## config.mk

```make
export PLATFORM = sky130hd
export DESIGN_NAME = inst_fetch
export DESIGN_NICKNAME = d
export VERILOG_FILES = /design/src/rtl/inst_fetch.sv
export SDC_FILE = /design/constraint.sdc
export NUM_CORES = 1
export LEC_CHECK = 0
export ABC_CLOCK_PERIOD_IN_PS = 3650
export CAP_MARGIN = 20
export CORE_ASPECT_RATIO = 1.25
export CORE_MARGIN = 2
export CORE_UTILIZATION = 58
export DETAILED_ROUTE_END_ITERATION = 6
export PLACE_DENSITY = 0.89
export SETUP_SLACK_MARGIN = 0.3
export SYNTH_ARGS = -nofsm -noshare
export SYNTH_HDL_FRONTEND = slang
export SYNTH_SLANG_ARGS = --single-unit
```

## constraint.sdc

```tcl
create_clock -name CLK -period 3.65 [get_ports CLK]
set_input_delay 1.095 -clock CLK [delete_from_list [all_inputs] [get_ports CLK]]
set_output_delay 1.095 -clock CLK [all_outputs]
set_load 0.02 [all_outputs]
```

## src/rtl/inst_fetch.sv

```systemverilog
// Instruction fetch stage: issues sequential word reads towards the MMU, keeps
// track of requests in flight, tags in-order returned words with their PC and
// buffers them for decode. A redirect retargets fetch and discards every
// response that belongs to requests made before the redirect.

// Simulation-only protocol checker: a returned word must match a request in flight.
module inst_fetch_chk #(
    parameter int CW = 3
) (
    input  logic          clk_i,
    input  logic          rst_n_i,
    input  logic          rvalid_i,
    input  logic [CW-1:0] outstanding_i
);

    rvalid_needs_request: assert property (
        @(posedge clk_i) disable iff (!rst_n_i)
        rvalid_i |-> (outstanding_i != {CW{1'b0}})
    );

endmodule

module inst_fetch #(
    parameter logic [31:0] RESET_VECTOR = 32'h0000_0000,
    parameter int          DEPTH        = 4
) (
    input  logic        CLK,
    input  logic        RSTN,
    input  logic        MEM_WAIT,
    output logic        INST_RDEN,
    output logic [31:0] INST_RADDR,
    input  logic        INST_RVALID,
    input  logic [31:0] INST_RDATA,
    input  logic        FLUSH,
    input  logic [31:0] NEW_PC,
    output logic        DEC_VALID,
    output logic [31:0] DEC_PC,
    output logic [31:0] DEC_INST,
    input  logic        DEC_READY
);

    localparam int          PW      = (DEPTH > 1) ? $clog2(DEPTH) : 1;
    localparam int          CW      = PW + 1;
    localparam logic [CW:0] DEPTH_L = (CW + 1)'(DEPTH);

    // request side
    logic          rden_q, rden_d;
    logic [31:0]   raddr_q, raddr_d;
    logic [31:0]   fetch_pc_q, fetch_pc_d;
    logic          stale_q, stale_d;
    // response bookkeeping
    logic [CW-1:0] out_q, out_d;
    logic [CW-1:0] drop_q, drop_d;
    logic [31:0]   resp_pc_q, resp_pc_d;
    // buffer
    logic [31:0]   mem_pc_q   [DEPTH];
    logic [31:0]   mem_inst_q [DEPTH];
    logic [PW-1:0] wr_ptr_q, wr_ptr_d;
    logic [PW-1:0] rd_ptr_q, rd_ptr_d;
    logic [CW-1:0] count_q, count_d;
    // decode-facing registers
    logic          dec_valid_q, dec_valid_d;
    logic [31:0]   dec_pc_q, dec_pc_d;
    logic [31:0]   dec_inst_q, dec_inst_d;

    logic          accept_s;
    logic          push_s;
    logic          pop_s;
    logic          drop_resp_s;
    logic [CW:0]   load_s;
    logic [CW-1:0] remain_s;
    logic [31:0]   new_pc_s;
    logic          unused_s;

    assign accept_s    = rden_q & ~MEM_WAIT;
    assign drop_resp_s = INST_RVALID & (drop_q != {CW{1'b0}});
    assign push_s      = INST_RVALID & (drop_q == {CW{1'b0}}) & ~FLUSH;
    assign pop_s       = dec_valid_q & DEC_READY & ~FLUSH;
    // slots already committed: in flight + buffered + the one handed over this edge
    assign load_s      = {1'b0, out_q} + {1'b0, count_q} + {{CW{1'b0}}, accept_s};
    assign remain_s    = count_q - CW'(pop_s);
    assign new_pc_s    = {NEW_PC[31:2], 2'b00};
    assign unused_s    = ^NEW_PC[1:0];

    // Request generation: hold while the MMU stalls, otherwise issue whenever a slot is free
    always_comb begin
        rden_d     = rden_q;
        raddr_d    = raddr_q;
        fetch_pc_d = fetch_pc_q;
        stale_d    = stale_q;
        if (rden_q && MEM_WAIT) begin
            // a stalled request cannot be retracted; on redirect remember it is stale
            if (FLUSH) begin
                stale_d    = 1'b1;
                fetch_pc_d = new_pc_s;
            end else begin
                stale_d    = stale_q;
            end
        end else if (FLUSH) begin
            rden_d     = 1'b0;
            fetch_pc_d = new_pc_s;
            stale_d    = 1'b0;
        end else begin
            stale_d = 1'b0;
            if (load_s < DEPTH_L) begin
                rden_d     = 1'b1;
                raddr_d    = fetch_pc_q;
                fetch_pc_d = fetch_pc_q + 32'd4;
            end else begin
                rden_d     = 1'b0;
            end
        end
    end

    // In-flight and discard accounting
    always_comb begin
        out_d  = out_q + CW'(accept_s) - CW'(INST_RVALID);
        drop_d = drop_q;
        if (FLUSH) begin
            // everything still in flight after this edge predates the redirect
            drop_d = out_d;
        end else begin
            drop_d = drop_q - CW'(drop_resp_s) + CW'(accept_s & stale_q);
        end
    end

    // Buffer pointers, fill level and the PC tag of the next returned word
    always_comb begin
        wr_ptr_d  = wr_ptr_q;
        rd_ptr_d  = rd_ptr_q;
        count_d   = count_q;
        resp_pc_d = resp_pc_q;
        if (FLUSH) begin
            wr_ptr_d  = {PW{1'b0}};
            rd_ptr_d  = {PW{1'b0}};
            count_d   = {CW{1'b0}};
            resp_pc_d = new_pc_s;
        end else begin
            wr_ptr_d  = wr_ptr_q + PW'(push_s);
            rd_ptr_d  = rd_ptr_q + PW'(pop_s);
            count_d   = count_q + CW'(push_s) - CW'(pop_s);
            if (push_s) begin
                resp_pc_d = resp_pc_q + 32'd4;
            end else begin
                resp_pc_d = resp_pc_q;
            end
        end
    end

    // Next head of the buffer as presented to decode; holds last word when empty
    always_comb begin
        dec_valid_d = dec_valid_q;
        dec_pc_d    = dec_pc_q;
        dec_inst_d  = dec_inst_q;
        if (FLUSH) begin
            dec_valid_d = 1'b0;
        end else begin
            dec_valid_d = (count_d != {CW{1'b0}});
            if (remain_s != {CW{1'b0}}) begin
                dec_pc_d   = mem_pc_q[rd_ptr_d];
                dec_inst_d = mem_inst_q[rd_ptr_d];
            end else if (push_s) begin
                // buffer was (or becomes) empty: the incoming word is the new head
                dec_pc_d   = resp_pc_q;
                dec_inst_d = INST_RDATA;
            end else begin
                dec_pc_d   = dec_pc_q;
                dec_inst_d = dec_inst_q;
            end
        end
    end

    // State registers
    always_ff @(posedge CLK or negedge RSTN) begin
        if (!RSTN) begin
            rden_q      <= 1'b0;
            raddr_q     <= RESET_VECTOR;
            fetch_pc_q  <= RESET_VECTOR;
            stale_q     <= 1'b0;
            out_q       <= {CW{1'b0}};
            drop_q      <= {CW{1'b0}};
            resp_pc_q   <= RESET_VECTOR;
            wr_ptr_q    <= {PW{1'b0}};
            rd_ptr_q    <= {PW{1'b0}};
            count_q     <= {CW{1'b0}};
            dec_valid_q <= 1'b0;
            dec_pc_q    <= 32'h0000_0000;
            dec_inst_q  <= 32'h0000_0000;
        end else begin
            rden_q      <= rden_d;
            raddr_q     <= raddr_d;
            fetch_pc_q  <= fetch_pc_d;
            stale_q     <= stale_d;
            out_q       <= out_d;
            drop_q      <= drop_d;
            resp_pc_q   <= resp_pc_d;
            wr_ptr_q    <= wr_ptr_d;
            rd_ptr_q    <= rd_ptr_d;
            count_q     <= count_d;
            dec_valid_q <= dec_valid_d;
            dec_pc_q    <= dec_pc_d;
            dec_inst_q  <= dec_inst_d;
        end
    end

    // Buffer storage, written on every accepted (non-discarded) response
    always_ff @(posedge CLK or negedge RSTN) begin
        if (!RSTN) begin
            for (int i = 0; i < DEPTH; i++) begin
                mem_pc_q[i]   <= 32'h0000_0000;
                mem_inst_q[i] <= 32'h0000_0000;
            end
        end else if (push_s) begin
            mem_pc_q[wr_ptr_q]   <= resp_pc_q;
            mem_inst_q[wr_ptr_q] <= INST_RDATA;
        end
    end

    assign INST_RDEN  = rden_q;
    assign INST_RADDR = raddr_q;
    assign DEC_VALID  = dec_valid_q;
    assign DEC_PC     = dec_pc_q;
    assign DEC_INST   = dec_inst_q;

    inst_fetch_chk #(.CW(CW)) u_chk (
        .clk_i         (CLK),
        .rst_n_i       (RSTN),
        .rvalid_i      (INST_RVALID),
        .outstanding_i (out_q)
    );

endmodule
```

==> out/metrics.yaml <==
grt_first_pass_wirelength_um: 78000
hold_path.class: "reg -> reg"
p_leak_nw: 10.2
worstPathMaxFanout: 41
cts_tree: "done"
cts.sinks: 416
ys_seq_area_frac: 0.556
fin_skew_ps: 13.8
p_seq_frac: 0.410
drt-initial-drc-count: 1331
finalCritPeriodShare: 0.865
dp_slack_ps: -206
final_common_cell: "dfrtp_1"
core_area_um2: 31800
drt-pass1-iter-count: 5
wl_um: 49300
final_cell_mix: "dfrtp_1 (416), mux2_2 (298), nand2_1 (204)"
synth-simple-area-share: 0.0867
peakVddDrop_uv: 557
grt_max_degree: 81
finalNetCount: 1807
die_area_um2: 33700
synth-compound-area-share: 0.102
min_period_ps: 3160
io_buffer_count: 161
clkLatencyLatePin_ps: 540
drcViolationCount: 0
yosys.cell_types.count: 62
worstSetupPathType: "in -> reg"
grt-ovfl-total: 0
async_reset_ff_frac: 1.00
fin_ws_ps: 492
switchingPower_w: 0.00563
rsz0062_at_grt: "no"
synthCells: 1582
finalSetupViolations: 0
tightest_slew_ps: 992
grt_use_total: 0.294
antenna_found_initial: 0
first_global_vias: 14700
cts_buffers: 41
clock_power_share: 0.259
timing.fmax_ghz: 0.317
switching_share: 0.343
gp_congestion: 0.864
synth_area_um2: 18700
vias: 14000
end_kind: "flip-flop"
rows: 73
cts_buffer_depth: 3
dp_hpwl_um: 30000
crit_arrival_ps: 3570
postSynthAreaPerCell_um2: 11.8
wl_per_cell_um: 22.8
hold_viol_final: 0
synth_edf_count: 0
cts_htree_levels: 2
slew_headroom: 0.333
cp-start-kind: "input pin"
final_util: 0.701
yosys_warnings: 0
drv_slew: 0
initial_core_util: 0.589
die_h_um: 205
powerDensity_nw_per_um2: 737
synth_fa_ha_area_frac: 0.0126
clk_pin_slew_ps: 60
worstPathRequired_ps: 4070
pwr-share-comb: 0.331
drive_gt1_frac: 0.256
synth_flop_cell: "dfrtp_1"
synth_top_family_by_area: "multiplexers"
vias_per_cell: 6.47
synth_xor_area_frac: 0.0182
cts_root_buf: "clkbuf_16"
ios: 168
p_int_w: 0.0108
drtAntennaViolNets: 0
drv_cap: 0
area_growth_pct: 19.1
status: "completed"
synthMuxAreaShare: 0.192
die_x_um: 165
synth_seq_cells: 416
-- power by group through the flow --
stage          logic [W]  registers [W]  clock network [W]
2_1_floorplan    0.00271        0.00704                  0
3_3_place_gp     0.00509        0.00665                  0
3_5_place_dp     0.00530        0.00675                  0
4_1_cts          0.00543        0.00671            0.00427
5_1_grt          0.00587        0.00685            0.00446
6_report         0.00544        0.00674            0.00425
-- final timing paths --
path | start | end | slack (ps) | cells past startpoint
setup reg to reg | drop_q[1] | DEC_VALID | 780 | 11
hold / removal | INST_RADDR[26] | INST_RADDR[26] | 480 | 2
min in group asynchronous | RSTN | mem_inst_q[17] | 550 | 1
hold reg to reg | INST_RADDR[26] | INST_RADDR[26] | 480 | 2
max in group asynchronous | RSTN | INST_RADDR[30] | 2170 | 2
setup / recovery | DEC_READY | DEC_INST[18] | 490 | 9
-- cell families (layout without fill, tap and decap cells) --
group / after synthesis / count (layout)
DFF: 416 / 416
muxes: 320 / 320
buffers and inverters: 141 / 303
AOI/OAI and AO/OA: 294 / 294
other: 1 / 5
adders and majority gates: 17 / 17
and+or+nand+nor: 354 / 354
xor gates and xnor gates: 39 / 39
-- cells in the mapped netlist (all sizes together), types with 2 or more instances --
cell type  number  share of area
a21boi          4         0.0016
a21o            3         0.0012
a21oi          88          0.024
a221o           3         0.0016
a221oi         62          0.029
a2bb2oi         4         0.0019
a31oi           6         0.0020
and2            5         0.0017
and3            9         0.0030
and4            4         0.0019
buf            44          0.013
clkbuf         82          0.017
dfrtp         416           0.56
fa              3         0.0032
ha             14         0.0094
inv            15         0.0030
mux2          311           0.19
mux2i           9         0.0048
nand2         206          0.041
nand2b          5         0.0017
nand3          33         0.0088
nand3b          2        0.00080
nand4          21         0.0070
nor2           36         0.0078
nor2b           2        0.00067
nor3            9         0.0030
nor3b           2        0.00080
nor4            3         0.0013
o21a            2        0.00080
o21ai          40          0.011
o22a            2        0.00094
o22ai          66          0.022
o2bb2a          2         0.0011
o31ai           2        0.00080
o32ai           2        0.00094
or2             5         0.0017
or3             5         0.0017
or4             4         0.0016
xnor2          15         0.0070
xor2           24          0.011
-- state kept, by name, summed over array words and instances (netlist names) --
name and cells:
stale_q 1, wr_ptr_q 2, rd_ptr_q 2, DEC_INST 32, fetch_pc_q 30, count_q 3
mem_inst_q 128, INST_RDEN 1, drop_q 3, out_q 3, DEC_VALID 1, INST_RADDR 30
DEC_PC 30, resp_pc_q 30, mem_pc_q 120
-- area by class of cell --
class | instances | area [um2]
Inverter | 15 | 56.3
Multi-Input combinational cell | 1028 | 7780
Clock buffer | 61 | 1220
Fill cell | 2037 | 9490
Clock inverter | 9 | 104
Sequential cell | 416 | 10400
Timing Repair Buffer | 218 | 2200
Antenna cell | 1 | 2.50
Tap cell | 412 | 515
-- worst max-delay path, stage by stage --
cell and delay [ps]:
clkdlybuf4s50_1 460, and3_1 250, ha_1 240, xor2_2 180, buf_4 170, and3_2 190, buf_4 490, a221oi_1 160
a21oi_1 330
-- metrics by stage --
stage	hold slack [ps]	TNS (ps)	cell area (um2)	total power, W	cells
2_1_floorplan	454	0	18800	0.00976	1585
3_3_place_gp	463	-103	20900	0.0117	2088
3_5_place_dp	462	-206	20900	0.0120	2088
4_1_cts	480	0	22300	0.0164	2158
5_1_grt	499	0	22300	0.0172	2159
6_report	479	0	22300	0.0164	2160
-- metal layers --
metal  vias to the layer above  global-route usage  wire length [um]
li1                       5977                   -                 -
met1                      7125               0.370             18900
met2                       729               0.498             24800
met3                       151              0.0498              3760
met4                         0               0.134              1840
met5                         -                   0                 0
-- repair_timing --
action                                  CTS  global route
hold buffers                              0             0
endpoints found under the setup margin    0             1
buffers inserted                          0             1
resized for setup                         0             4
Power figures use the tool's default switching activity.
